$ cat config.mk
export PLATFORM = sky130hd
export DESIGN_NAME = cacheline_adaptor
export DESIGN_NICKNAME = d
export VERILOG_FILES = /design/src/rtl/cacheline_adaptor.sv
export SDC_FILE = /design/constraint.sdc
export NUM_CORES = 1
export LEC_CHECK = 0
export ABC_AREA = 0
export CORE_AREA = 2 2 275 277
export DETAILED_ROUTE_END_ITERATION = 12
export DIE_AREA = 0 0 277 279
export GPL_TIMING_DRIVEN = 0
export PLACE_DENSITY = 0.62
export SLEW_MARGIN = 40
export SYNTH_ARGS = -nofsm -noshare
export SYNTH_HDL_FRONTEND = slang
export SYNTH_SLANG_ARGS = --single-unit
$ cat constraint.sdc
create_clock -name clk -period 3.8 [get_ports clk]
set_input_delay 0.76 -clock clk [delete_from_list [all_inputs] [get_ports clk]]
set_output_delay 0.76 -clock clk [all_outputs]
set_load 0.05 [all_outputs]
$ cat src/rtl/cacheline_adaptor.sv
// Purpose: bridges 256-bit cache line reads/writes to 4-beat 64-bit memory bursts (optional watchdog: CACHELINE_ADAPTOR_TIMEOUT_EN).
// Latency: accept on the first edge with a request; resp_o pulses 1 cycle after the 4th memory beat.
// Backpressure: cache holds read_i/write_i until resp_o; memory paces the burst with one resp_i per beat.
module cacheline_adaptor #(
   parameter int unsigned TIMEOUT_CYCLES = 1024
) (
   input  logic         clk,
   input  logic         rst,
   input  logic [31:0]  address_i,
   input  logic         read_i,
   input  logic         write_i,
   input  logic [255:0] line_i,
   output logic [255:0] line_o,
   output logic         resp_o,
   output logic [31:0]  address_o,
   output logic         read_o,
   output logic         write_o,
   output logic [63:0]  burst_o,
   input  logic [63:0]  burst_i,
   input  logic         resp_i,
   output logic         err_o
);

   typedef enum logic [1:0] {IDLE, READ, WRITE, DONE} state_t;

   state_t         state;
   logic [1:0]     k;
   logic [1:0]     k_nxt;
   logic [255:0]   line_q;

   assign k_nxt = k + 2'd1;

`ifdef CACHELINE_ADAPTOR_TIMEOUT_EN
   localparam int unsigned TO_W = $clog2(TIMEOUT_CYCLES + 1);
   logic [TO_W-1:0] to_cnt;
   logic            timeout;

   // Watchdog fires on the cycle that would make TIMEOUT_CYCLES beat-less cycles.
   assign timeout = (to_cnt == TO_W'(TIMEOUT_CYCLES - 1));
`else
   assign err_o = 1'b0;
`endif

   // Burst sequencer: all outputs are registered here.
   always_ff @(posedge clk or negedge rst) begin
      if (!rst) begin
         state     <= IDLE;
         k         <= 2'd0;
         line_q    <= '0;
         line_o    <= '0;
         resp_o    <= 1'b0;
         address_o <= '0;
         read_o    <= 1'b0;
         write_o   <= 1'b0;
         burst_o   <= '0;
`ifdef CACHELINE_ADAPTOR_TIMEOUT_EN
         to_cnt    <= '0;
         err_o     <= 1'b0;
`endif
      end else begin
         resp_o <= 1'b0;
         case (state)
            IDLE: begin
               // Write takes priority when both requests are present.
               if (write_i || read_i) begin
                  address_o <= address_i & 32'hFFFF_FFE0;
                  line_q    <= line_i;
                  k         <= 2'd0;
`ifdef CACHELINE_ADAPTOR_TIMEOUT_EN
                  to_cnt    <= '0;
`endif
                  if (write_i) begin
                     state   <= WRITE;
                     write_o <= 1'b1;
                     burst_o <= line_i[63:0];
                  end else begin
                     state  <= READ;
                     read_o <= 1'b1;
                  end
               end
            end
            READ: begin
               if (resp_i) begin
                  line_o[64*k +: 64] <= burst_i;
`ifdef CACHELINE_ADAPTOR_TIMEOUT_EN
                  to_cnt <= '0;
`endif
                  if (k == 2'd3) begin
                     state  <= DONE;
                     read_o <= 1'b0;
                     resp_o <= 1'b1;
                     k      <= 2'd0;
                  end else begin
                     k <= k_nxt;
                  end
               end
`ifdef CACHELINE_ADAPTOR_TIMEOUT_EN
               else if (timeout) begin
                  err_o  <= 1'b1;
                  state  <= DONE;
                  read_o <= 1'b0;
                  resp_o <= 1'b1;
                  k      <= 2'd0;
               end else begin
                  to_cnt <= to_cnt + 1'b1;
               end
`endif
            end
            WRITE: begin
               if (resp_i) begin
`ifdef CACHELINE_ADAPTOR_TIMEOUT_EN
                  to_cnt <= '0;
`endif
                  if (k == 2'd3) begin
                     state   <= DONE;
                     write_o <= 1'b0;
                     resp_o  <= 1'b1;
                     k       <= 2'd0;
                  end else begin
                     k       <= k_nxt;
                     burst_o <= line_q[64*k_nxt +: 64];
                  end
               end
`ifdef CACHELINE_ADAPTOR_TIMEOUT_EN
               else if (timeout) begin
                  err_o   <= 1'b1;
                  state   <= DONE;
                  write_o <= 1'b0;
                  resp_o  <= 1'b1;
                  k       <= 2'd0;
               end else begin
                  to_cnt <= to_cnt + 1'b1;
               end
`endif
            end
            DONE: begin
               state <= IDLE;
            end
            default: begin
               state <= IDLE;
            end
         endcase
      end
   end

endmodule

==> results.txt <==
number of antenna violations at the first check in global routing -> 25
global-route usage over all layers -> 22.5%
drt first-iter violations -> 788
final setup violation count -> 0
Num CTS Buffers -> 69
top post-synthesis cells by area -> sky130_fd_sc_hd__dfrtp_1, sky130_fd_sc_hd__mux2_2, sky130_fd_sc_hd__a22o_1
post-synthesis cell count -> 1519
Critical Path Max Stage Delay -> 580 ps
detailed-routing iteration count for the pre-antenna-repair pass -> 5
Synth warnings -> 0
period utilization -> 93.1%
category of the worst setup path launch point -> flip-flop
post-synthesis sequential element count -> 610
detail-routed net length per standard cell -> 26.2 um
Yosys top cell by area -> sky130_fd_sc_hd__dfrtp_1
number of standard cells in the final layout excluding fillers -> 3326
class of the most critical hold timing path -> primary input to asynchronous set/reset pin
Final Hold Slack -> 20.2 ps
Static Leakage -> 15.1 nW
die span in x -> 277 um
number of port buffers -> 701
number of nets in the layout -> 2671
global-route wire length before repair -> 129000 um
number of core rows -> 100
die extent in y -> 279 um
total design power -> 33.7 mW
DRT Wirelength -> 87200 um
share of layout cells above drive strength 1 -> 28.7%
number of vias after detailed routing -> 17096
share of the core filled with cells in the final layout -> 48.0%
mean number of vias per cell -> 5.14
via count of the first global-routing pass -> 18815
clock buffer depth -> 3
Worst IR Drop VDD -> 0.580 mV
die area -> 77300 um^2
most frequent CP cell -> sky130_fd_sc_hd__buf_12
maximum number of pins on one net before global-route repair -> 108
Worst setup EP type -> flip-flop
remaining design rule violation count -> 0
total half-perimeter wirelength after legalization and detailed placement -> 65700 um
Yosys top cell area share -> 61.6%
library cells used by synthesis -> 38
deepest level of the CTS H-tree -> 3
Max Transition Viols Final -> 0
Final Hold Violating Endpoints -> 0
fraction of registers with async set/reset -> 100%
status -> complete, no violations
ports placed on the boundary -> 713
TritonCTS clock tree -> done
Max Used Layer -> met5
crit path DAT -> 4040 ps
number of cells in the design after placement -> 3202
number of hold-repair buffers added at the cts stage -> 0
number of flops mapped to enable cells by yosys -> 0
initial core utilization -> 33.4%
ys flop type -> sky130_fd_sc_hd__dfrtp_1
Finished Cell Area -> 35500 um^2
total power per unit cell area -> 949 nW/um^2
sequential fraction of the synthesis area -> 61.6%
number of antenna-violating nets in the routed design -> 0
Crit path required time -> 4300 ps
Post-Syn Area -> 24800 um^2
worst clock skew on the final layout -> 21.7 ps
clock latency on the worst-skew pair -> 620 ps
Slowest-stage cell, CP -> sky130_fd_sc_hd__ha_2
startpoint-to-endpoint class of the critical path -> flip-flop to flip-flop
worst r2r path cells -> 10
clock transition at the register clock pins on the worst setup and hold paths after CTS -> 60 ps
largest driver fanout on the critical path -> 10
WL met1 -> 33900 um
highest clock rate -> 283 MHz
Mean Syn Cell Area -> 16.3 um^2
Period minus WS final -> 3540 ps
synth-to-layout area growth -> 43.4%
Slew @ Worst Pin -> 894 ps
clock tree root driver cell -> sky130_fd_sc_hd__clkbuf_16
Core Region -> 74100 um^2
relative max-transition margin -> 40.4%
amount of wire on met2 after detailed routing -> 44000 um
cell-by-cell listing of the critical path -> buf_6 > buf_12 > buf_12 > inv_1 > ha_2 > clkbuf_4 > buf_2 > mux4_2 > mux2_2 > mux2_4
clock net sink count -> 610
overall overflow remaining after global route -> 0
RSZ-0062 raised after global routing -> false
routability cong. -> 0.903
Max-Cap Viols -> 0
cell area after placement -> 33200 um^2
met3 WL -> 7230 um
## kinds of logic (layout without fill, tap and decap cells)
family,count (synthesis),after routing,share of synthesized area [%]
compound gates,271,271,9.55
fa+ha+maj,11,11,0.556
buf+inv,127,953,2.63
flops,610,610,61.6
mux,477,477,25.0
other cells,1,13,0.0151
simple gates,22,22,0.631
## metal layers
| layer | up-vias | track usage [%] |
|---|---|---|
| li1 | 7321 | - |
| met1 | 8940 | 26.2 |
| met2 | 654 | 39.4 |
| met3 | 147 | 7.54 |
| met4 | 34 | 6.09 |
| met5 | - | 0 |
## registers in the layout (all words and copies together) (netlist names)
name       cells
burst_o       64
k              2
read_o         1
line_q       256
line_o       256
write_o        1
address_o     27
resp_o         1
state          2
## path summary, 6_finish.rpt
kind / start / slack (ps) / to
max: k[0]$_DFFE_PN0P_ / 260 / burst_o[54]$_DFFE_PN0P_
max reg2reg: k[0]$_DFFE_PN0P_ / 260 / burst_o[54]$_DFFE_PN0P_
min reg2reg: line_q[147]$_DFFE_PN0P_ / 500 / line_q[147]$_DFFE_PN0P_
min: rst / 20 / line_q[80]$_DFFE_PN0P_
max in group asynchronous: rst / 1960 / line_o[35]$_DFFE_PN0P_
min in group clk: line_q[147]$_DFFE_PN0P_ / 500 / line_q[147]$_DFFE_PN0P_
## cells in the final DEF, fill, tap and decap left out, types with 27 or more instances in the layout
master,synthesis,layout
sky130_fd_sc_hd__mux4_2,64,64
sky130_fd_sc_hd__dfrtp_1,610,610
sky130_fd_sc_hd__clkbuf_1,50,55
sky130_fd_sc_hd__a22o_1,257,257
sky130_fd_sc_hd__mux2_2,384,384
sky130_fd_sc_hd__mux2_4,27,27
sky130_fd_sc_hd__clkbuf_16,0,71
sky130_fd_sc_hd__clkdlybuf4s50_1,0,700
sky130_fd_sc_hd__buf_2,54,53
## power by group
group | total, mW | leakage, nW | internal, mW | switching, mW
clock network | 6.72 | 1.12 | 3.91 | 2.81
logic | 16.3 | 6.32 | 7.31 | 8.98
registers | 10.7 | 7.70 | 9.21 | 1.49
## per-stage QoR
| step | setup slack, ps | TNS [ps] |
|---|---|---|
| after detailed placement | -422 | -15970 |
| after global routing | 25.9 | 0 |
| final | 262 | 0 |
| after CTS | 3.57 | 0 |
| after floorplan | 1070 | 0 |
| after global placement | -25160 | - |
## repair_timing
action | in CTS | in global routing
buffers inserted | 0 | 0
cloned | 0 | 0
endpoints found under the setup margin | 108 | 26
resized for setup | 1 | 1
## cell type report
type | count | area, um^2
Fill cell | 6421 | 38500
Sequential cell | 610 | 15300
Multi-Input combinational cell | 787 | 8900
Timing Repair Buffer | 709 | 7210
Clock buffer | 92 | 1990
Tap cell | 969 | 1210
Buffer | 119 | 626
Clock inverter | 26 | 290
Inverter | 7 | 26.3
Antenna cell | 7 | 17.5
## critical path: cells and delay by family (launching register included)
kind	cells	cell delay (ps)
fa+ha+maj	1	580
flops	1	420
mux	3	920
buf+inv	6	1490
## cells in the mapped netlist, types with 2 or more instances
cell,number
sky130_fd_sc_hd__a22o_1,257
sky130_fd_sc_hd__a2bb2oi_1,2
sky130_fd_sc_hd__buf_1,2
sky130_fd_sc_hd__buf_12,4
sky130_fd_sc_hd__buf_2,54
sky130_fd_sc_hd__buf_4,9
sky130_fd_sc_hd__clkbuf_1,50
sky130_fd_sc_hd__dfrtp_1,610
sky130_fd_sc_hd__ha_1,11
sky130_fd_sc_hd__inv_1,7
sky130_fd_sc_hd__mux2_2,384
sky130_fd_sc_hd__mux2_4,27
sky130_fd_sc_hd__mux2i_1,2
sky130_fd_sc_hd__mux4_2,64
sky130_fd_sc_hd__nand2b_1,4
sky130_fd_sc_hd__nand3_1,5
sky130_fd_sc_hd__nor2b_1,3
sky130_fd_sc_hd__nor3_1,2
sky130_fd_sc_hd__o22ai_1,2
sky130_fd_sc_hd__o31ai_1,2
Note: power is estimated with default switching activity, not from simulation.
